<file path="config.mk">
export PLATFORM = sky130hd
export DESIGN_NAME = display_scan
export DESIGN_NICKNAME = d
export VERILOG_FILES = /design/src/rtl/countdown_pkg.sv /design/src/rtl/seg7_decode.sv /design/src/rtl/display_scan.sv
export SDC_FILE = /design/constraint.sdc
export NUM_CORES = 1
export LEC_CHECK = 0
export ABC_AREA = 1
export BUFFER_PORTS_ARGS = -buffer_cell sky130_fd_sc_hd__clkbuf_2
export CAP_MARGIN = 20
export CORE_ASPECT_RATIO = 0.7
export CORE_MARGIN = 2
export CORE_UTILIZATION = 25
export CTS_BUF_LIST = sky130_fd_sc_hd__clkbuf_8
export DETAILED_ROUTE_END_ITERATION = 10
export PLACE_DENSITY = 0.47
export SLEW_MARGIN = 20
export SYNTH_ARGS = -nofsm -noshare
export SYNTH_HDL_FRONTEND = slang
export SYNTH_SLANG_ARGS = --single-unit
</file>
<file path="constraint.sdc">
create_clock -name clock -period 2.9 [get_ports clock]
set_clock_uncertainty 0.2 [all_clocks]
set_input_delay 0.29 -clock clock [delete_from_list [all_inputs] [get_ports clock]]
set_output_delay 0.29 -clock clock [all_outputs]
set_load 0.01 [all_outputs]
</file>
<file path="src/rtl/countdown_pkg.sv">
// countdown_pkg: seven-segment patterns and scan slot encoding shared by the display scanner
package countdown_pkg;
    typedef enum logic {TENS = 1'b0, ONES = 1'b1} slot_t;
    // Index 0 is the rightmost entry, so DIGITS[n] is the pattern for digit n ({dp,g,f,e,d,c,b,a}).
    localparam logic [9:0][7:0] DIGITS = {8'h6F, 8'h7F, 8'h07, 8'h7D, 8'h6D,
                                          8'h66, 8'h4F, 8'h5B, 8'h06, 8'h3F};
    localparam logic [7:0] DASH = 8'h40;
endpackage

</file>
<file path="src/rtl/seg7_decode.sv">
// seg7_decode: BCD digit to active-high segment pattern, non-BCD codes shown as a dash
module seg7_decode
    import countdown_pkg::*;
(
    input  logic [3:0] bcd,
    output logic [7:0] pat
);
    assign pat = (bcd < 4'd10) ? DIGITS[bcd] : DASH;
endmodule

</file>
<file path="src/rtl/display_scan.sv">
// display_scan: two-digit multiplexed 7-segment scanner with frame-synchronous
// digit update, leading-zero blanking and frame-counted blinking
module display_scan
    import countdown_pkg::*;
#(
    parameter int SCAN_DIV  = 1000,
    parameter int BLINK_DIV = 50
) (
    input  logic       clock,
    input  logic       reset,
    input  logic       load,
    input  logic [3:0] tens,
    input  logic [3:0] ones,
    input  logic       blink_en,
    output logic [1:0] seg,
    output logic [7:0] bs,
    output logic       frame
);
    localparam int PW = $clog2(SCAN_DIV);
    localparam int BW = (BLINK_DIV > 1) ? $clog2(BLINK_DIV) : 1;

    logic [PW-1:0] pre;
    slot_t         slot;
    logic [3:0]    sh_t, sh_o, d_t, d_o;
    logic          pend;
    logic [BW-1:0] bcnt;
    logic          bph;
    logic          tc, tick, bwrap, dark;
    logic [3:0]    dig;
    logic [7:0]    pat;

    assign tc    = pre == PW'(SCAN_DIV - 1);
    assign tick  = tc && slot == ONES;
    assign bwrap = bcnt == BW'(BLINK_DIV - 1);
    assign dig   = (slot == TENS) ? d_t : d_o;
    assign dark  = (blink_en && bph) || (slot == TENS && d_t == 4'd0);

    seg7_decode u_dec (.bcd(dig), .pat(pat));

    always_ff @(posedge clock) begin
        if (reset) begin
            pre   <= '0;
            slot  <= TENS;
            sh_t  <= '0;
            sh_o  <= '0;
            d_t   <= '0;
            d_o   <= '0;
            pend  <= 1'b0;
            bcnt  <= '0;
            bph   <= 1'b0;
            seg   <= '0;
            bs    <= '0;
            frame <= 1'b0;
        end else begin
            pre   <= tc ? '0 : pre + 1'b1;
            slot  <= tc ? ((slot == TENS) ? ONES : TENS) : slot;
            frame <= tick;
            // A load on the boundary cycle still sees the old shadow here and re-arms pend.
            if (tick && pend) {d_t, d_o} <= {sh_t, sh_o};
            if (load) {sh_t, sh_o, pend} <= {tens, ones, 1'b1};
            else if (tick) pend <= 1'b0;
            if (!blink_en) {bcnt, bph} <= '0;
            else if (tick) begin
                bcnt <= bwrap ? '0 : bcnt + 1'b1;
                bph  <= bph ^ bwrap;
            end
            seg <= dark ? 2'b00 : ((slot == TENS) ? 2'b10 : 2'b01);
            bs  <= dark ? 8'h00 : pat;
        end
    end
endmodule

</file>
# Yosys cells after proc, flatten, opt, wreduce, memory -nomap -nowiden

Memories as Yosys holds them, arrays and structs flattened.
Cells that the tools add are included.

Flip-flop bits (word level): 46
ROM bits: 128
Output and inout port bits: 11
Word-level logic and storage cells: 43
Memories kept: 1

Memories:

| memory           | depth | bits a word | read ports | clocked after Yosys merged registers in | wr ports | RTL line         | RTL |
|---|---|---|---|---|---|---|---|
| (name not given) | 16    | 8           | 1          | 0                                       | 0        | seg7_decode.sv:8 | `assign pat = (bcd < 4'd10) ? DIGITS[bcd] : DASH;` |

Add/subtract/negate cells: 2
Order comparisons: 2
Equal/unequal tests: 2
Multiplexer cells: 8
Bitwise operators: 4
Reductions and logical operators: 11

Operators with widths:

| kind                  | number |
|---|---|
| $add 10x1->10 const B | 1 |
| $eq 10x10->1 const B  | 1 |
| $mux 8                | 1 |
| $mux 7                | 1 |
| $add 6x1->6 const B   | 1 |
| $eq 6x6->1 const B    | 1 |
| $mux 6                | 1 |
| $reduce_or 2->1       | 3 |
| $lt 4x5->1 const B    | 1 |
| $logic_and 1x1->1     | 4 |
| $logic_not 4->1       | 1 |
| $lt 4x4->1 const B    | 1 |
| $mux 4                | 1 |
| $mux 1                | 3 |
| $not 1->1             | 3 |
| $reduce_or 3->1       | 1 |
| $mux 2                | 1 |
| $reduce_bool 2->1     | 1 |
| $logic_or 1x1->1      | 1 |
| $xor 1x1->1           | 1 |

# Logic depth before layout (Yosys ltp)

Word-level depth: 4
Mapped depth: 9
Depth with buffers taken out: 9

# Cells and area by module

From an unflattened synthesis, not the netlist that was laid out.

Cell total of the unflattened synthesis: 318
Area total of the unflattened synthesis: 2177.1 µm²

Modules (own cells, without submodules):

| module       | instances | cells each | area an instance (µm²) |
|---|---|---|---|
| display_scan | 1         | 277        | 1963.1 |
| seg7_decode  | 1         | 41         | 214.0 |

# Worst setup path after synthesis

OpenSTA, ideal clock, no wires.

Kind: register to register
Start point: register slot
End point: register bs[3]
Arrival time: 1.254 ns
Data required time: 2.583 ns
Slack: 1.329 ns
Stages on the path, launching flop included: 7
Period minus slack after synthesis: 1.571 ns
Path through: dfxtp_1 buf_6 a21oi_1 inv_1 ha_1 a21oi_1 nor2_1

Longest elaborated chain between the ends: 4

Ends and longest elaborated chain:

| what                                                    | RTL line                             | RTL |
|---|---|---|
| start: declaration                                      | display_scan.sv:23                   | `slot_t slot;` |
| start signal: assignment                                | display_scan.sv:56                   | `slot <= tc ? ((slot == TENS) ? ONES : TENS) : slot;` |
| $mux 4 or $not 1->1 (tied branches)                     | -                                    |  |
| $lt 4x4->1 or $logic_and 1x1->1 (tied branches)         | seg7_decode.sv:8, display_scan.sv:36 |  |
| $not 1->1 (no line) or $logic_or 1x1->1 (tied branches) | -                                    |  |
| $reduce_or 3->1 (no line)                               | -                                    |  |
| end signal: assignment                                  | display_scan.sv:68                   | `bs <= dark ? 8'h00 : pat;` |
| end: declaration                                        | display_scan.sv:16                   | `output logic [7:0] bs,` |

Several ways; a longest one is shown, not always the timed one. The select of a mux whose other input is x is not followed.
A chain may end at the register's enable or synchronous reset.

# Worst setup path in the final report

Start point: register slot
End point: register bs[4]

Same word-level chain as after synthesis.

==> flow_summary.yaml <==
status:
  status: "completed"
clocking:
  cts_buffers: 5
  post_cts_buffers: 0
  clk_latency_ns: 0.29
  htree_levels: 2
  path_clk_slew_ns: 0.09
  cts_hold_buf: 0
  cts_tree: "done"
  post_cts_resized: 0
  clockBufferDepth: 2
  cts_sinks: 45
  ctsRootBufferMaster: "clkbuf_8"
routing:
  drc: 0
  routedWlPerCell_um: 10.3
  detail_route.iter0.violations: 83
  wl_mm: 4.33
  postRouteAntennaNets: 0
  first_pass_iters: 4
  via_per_inst: 4.05
  routed-via-count: 1708
sta:
  hold_viol: 0
  layout_setup_ws_ns: 0.840
  worst_pin_slew_ns: 0.520
  finalSetupViolCount: 0
  fin_crit_ns: 2.06
  rsz0062_at_grt: "false"
  finalCritPeriodShare: 0.710
  max_freq_mhz: 485
  fin_setup_tns_ns: 0
  maxSlewHeadroom: 0.653
  drv_slew: 0
pwr:
  power.density_nw_per_um2: 482
  clkPwrFrac: 0.423
  ir_worst_vdd_mv: 0.252
  power.internal_uw: 924
  leakage_uw: 0.00112
  pwr-share-comb: 0.033
  swShare: 0.211
  p_sw_uw: 248
  p_total_uw: 1170
  pwr-share-seq: 0.544
floorplan:
  io_pins: 23
  initial_core_util: 0.254
  fp-row-count: 28
  die-width_um: 114
  core_area_um2: 8340
  die_h_um: 81.0
  dieArea_um2: 9230
logic_synthesis:
  synthCells: 292
  ys_types: 26
  async_reset_ff_frac: 0
  yosys_warnings: 0
  synth_seq_area_share: 0.426
  synth_fp_nets: 313
  ys_seq_elements: 45
  syn_area_um2: 2120
  synth_edf_count: 0
  syn_avg_cell_area_um2: 7.25
  synthFlopType: "dfxtp_1"
critical_path:
  cp.arrival_ns: 2.04
  path_max_fanout: 12
  worstSetupEndpointType: "flip-flop"
  path_class: "reg2reg"
  required_ns: 2.88
  start_kind: "flip-flop"
final_layout:
  final_cell_mix: "nor2_1 (64), nand2_1 (61), dfxtp_1 (45)"
  instances_no_fill: 422
  fin_util: 0.291
  final_layout_size_suffix_gt1_frac: 0.123
  area_growth_syn_to_layout_pct: 14.8
  fin_nets: 337
  antenna_cells: 0
  final_common_cell: "nor2_1"
placed_design:
  place_congestion: 0.788
  dp.cells: 414
  dp_slack_ns: 0.885
  io_buffers: 21
  hpwlAfterDp_mm: 3.17
run:
  maxCapViolCount: 0
global_route:
  grtUsageTotal: 0.103
  grt_overflow: 0
  antenna_found_initial: 0
  grt_pass1_wl_mm: 7.66
  grt_pass1_vias: 1642
  grt_max_degree: 20
min_path:
  hold_path_class: "in2reg"
## cell usage after synthesis, types with 3 or more instances
cell,n,area [um^2]
nand3b_1,3,22.5
nand3_1,7,35.0
nand2_2,3,18.8
ha_1,9,113
nand4_1,3,18.8
nor2_4,3,33.8
a21oi_1,17,85.1
nor3_1,3,15.0
or2_0,3,18.8
nor2_1,64,240
nand2_1,61,229
xor2_1,4,35.0
inv_1,36,135
o21ai_0,16,80.1
dfxtp_1,45,901
## routing by layer
metal | part of all wire | GRT usage | routed length, um
met5 | 0 | 0 | 0
met4 | 0.0079 | 0.0293 | 34
met1 | 0.58 | 0.149 | 2520
met3 | 0.048 | 0.0299 | 208
met2 | 0.36 | 0.147 | 1570
## sequential cells by signal (all words and copies together), names as in the netlist
register and count:
bcnt 6, bph 1, bs 7, d_o 4, d_t 4, frame 1, pend 1, pre 10
seg 2, sh_o 4, sh_t 4, slot 1
## cell type report
type | instances | area [um^2]
clock inverter | 2 | 37.5
timing repair buffer | 21 | 105
clock buffer | 6 | 82.6
fill | 924 | 5910
sequential | 45 | 901
multi-input combinational | 205 | 1030
tap | 105 | 131
inverter | 38 | 143
## cell families (layout without fill, tap and decap cells)
| group | after synthesis | in the layout | share of synthesized area |
|---|---|---|---|
| AO/OA/AOI/OAI | 37 | 37 | 0.0946 |
| XOR/XNOR | 4 | 4 | 0.0165 |
| adder cells (fa/ha/maj) | 9 | 9 | 0.0532 |
| buffers and inverters | 42 | 67 | 0.0881 |
| flip-flops | 45 | 45 | 0.426 |
| other | 1 | 1 | 0.00177 |
| AND/OR/NAND/NOR | 154 | 154 | 0.320 |
## critical path, cell delays in order (launching register included)
cell	delay, ns
dfxtp_1	0.65
nor2_1	0.12
a21oi_1	0.29
inv_1	0.17
ha_1	0.23
nor2_1	0.10
nand2_1	0.06
o21ai_0	0.07
nor2_1	0.06
## path summary, 6_finish.rpt
check	start	endpoint	slack, ns	depth (start not counted)
min	tens[0]	sh_t[0]	0.01	3
min reg2reg	pre[0]	pre[0]	0.26	1
max	slot	bs[4]	0.84	8
max reg2reg	slot	bs[4]	0.84	8
## power by group through the flow
stage	Clock, uW	Combinational [uW]	Sequential, uW
after floorplan	0	26.1	649
after global placement	0	39.4	651
after detailed placement	0	39.6	652
after CTS	517	39.9	637
after global routing	547	46.3	639
final	496	38.8	637
## metrics by stage
step | hold WS (ns) | cell area [um^2]
6_report | 0.0135 | 2430
5_1_grt | 0.0107 | 2430
4_1_cts | 0.00392 | 2430
3_5_place_dp | 0.240 | 2310
3_3_place_gp | 0.237 | 2310
2_1_floorplan | 0.159 | 2120
(Power assumes the default switching activity.)
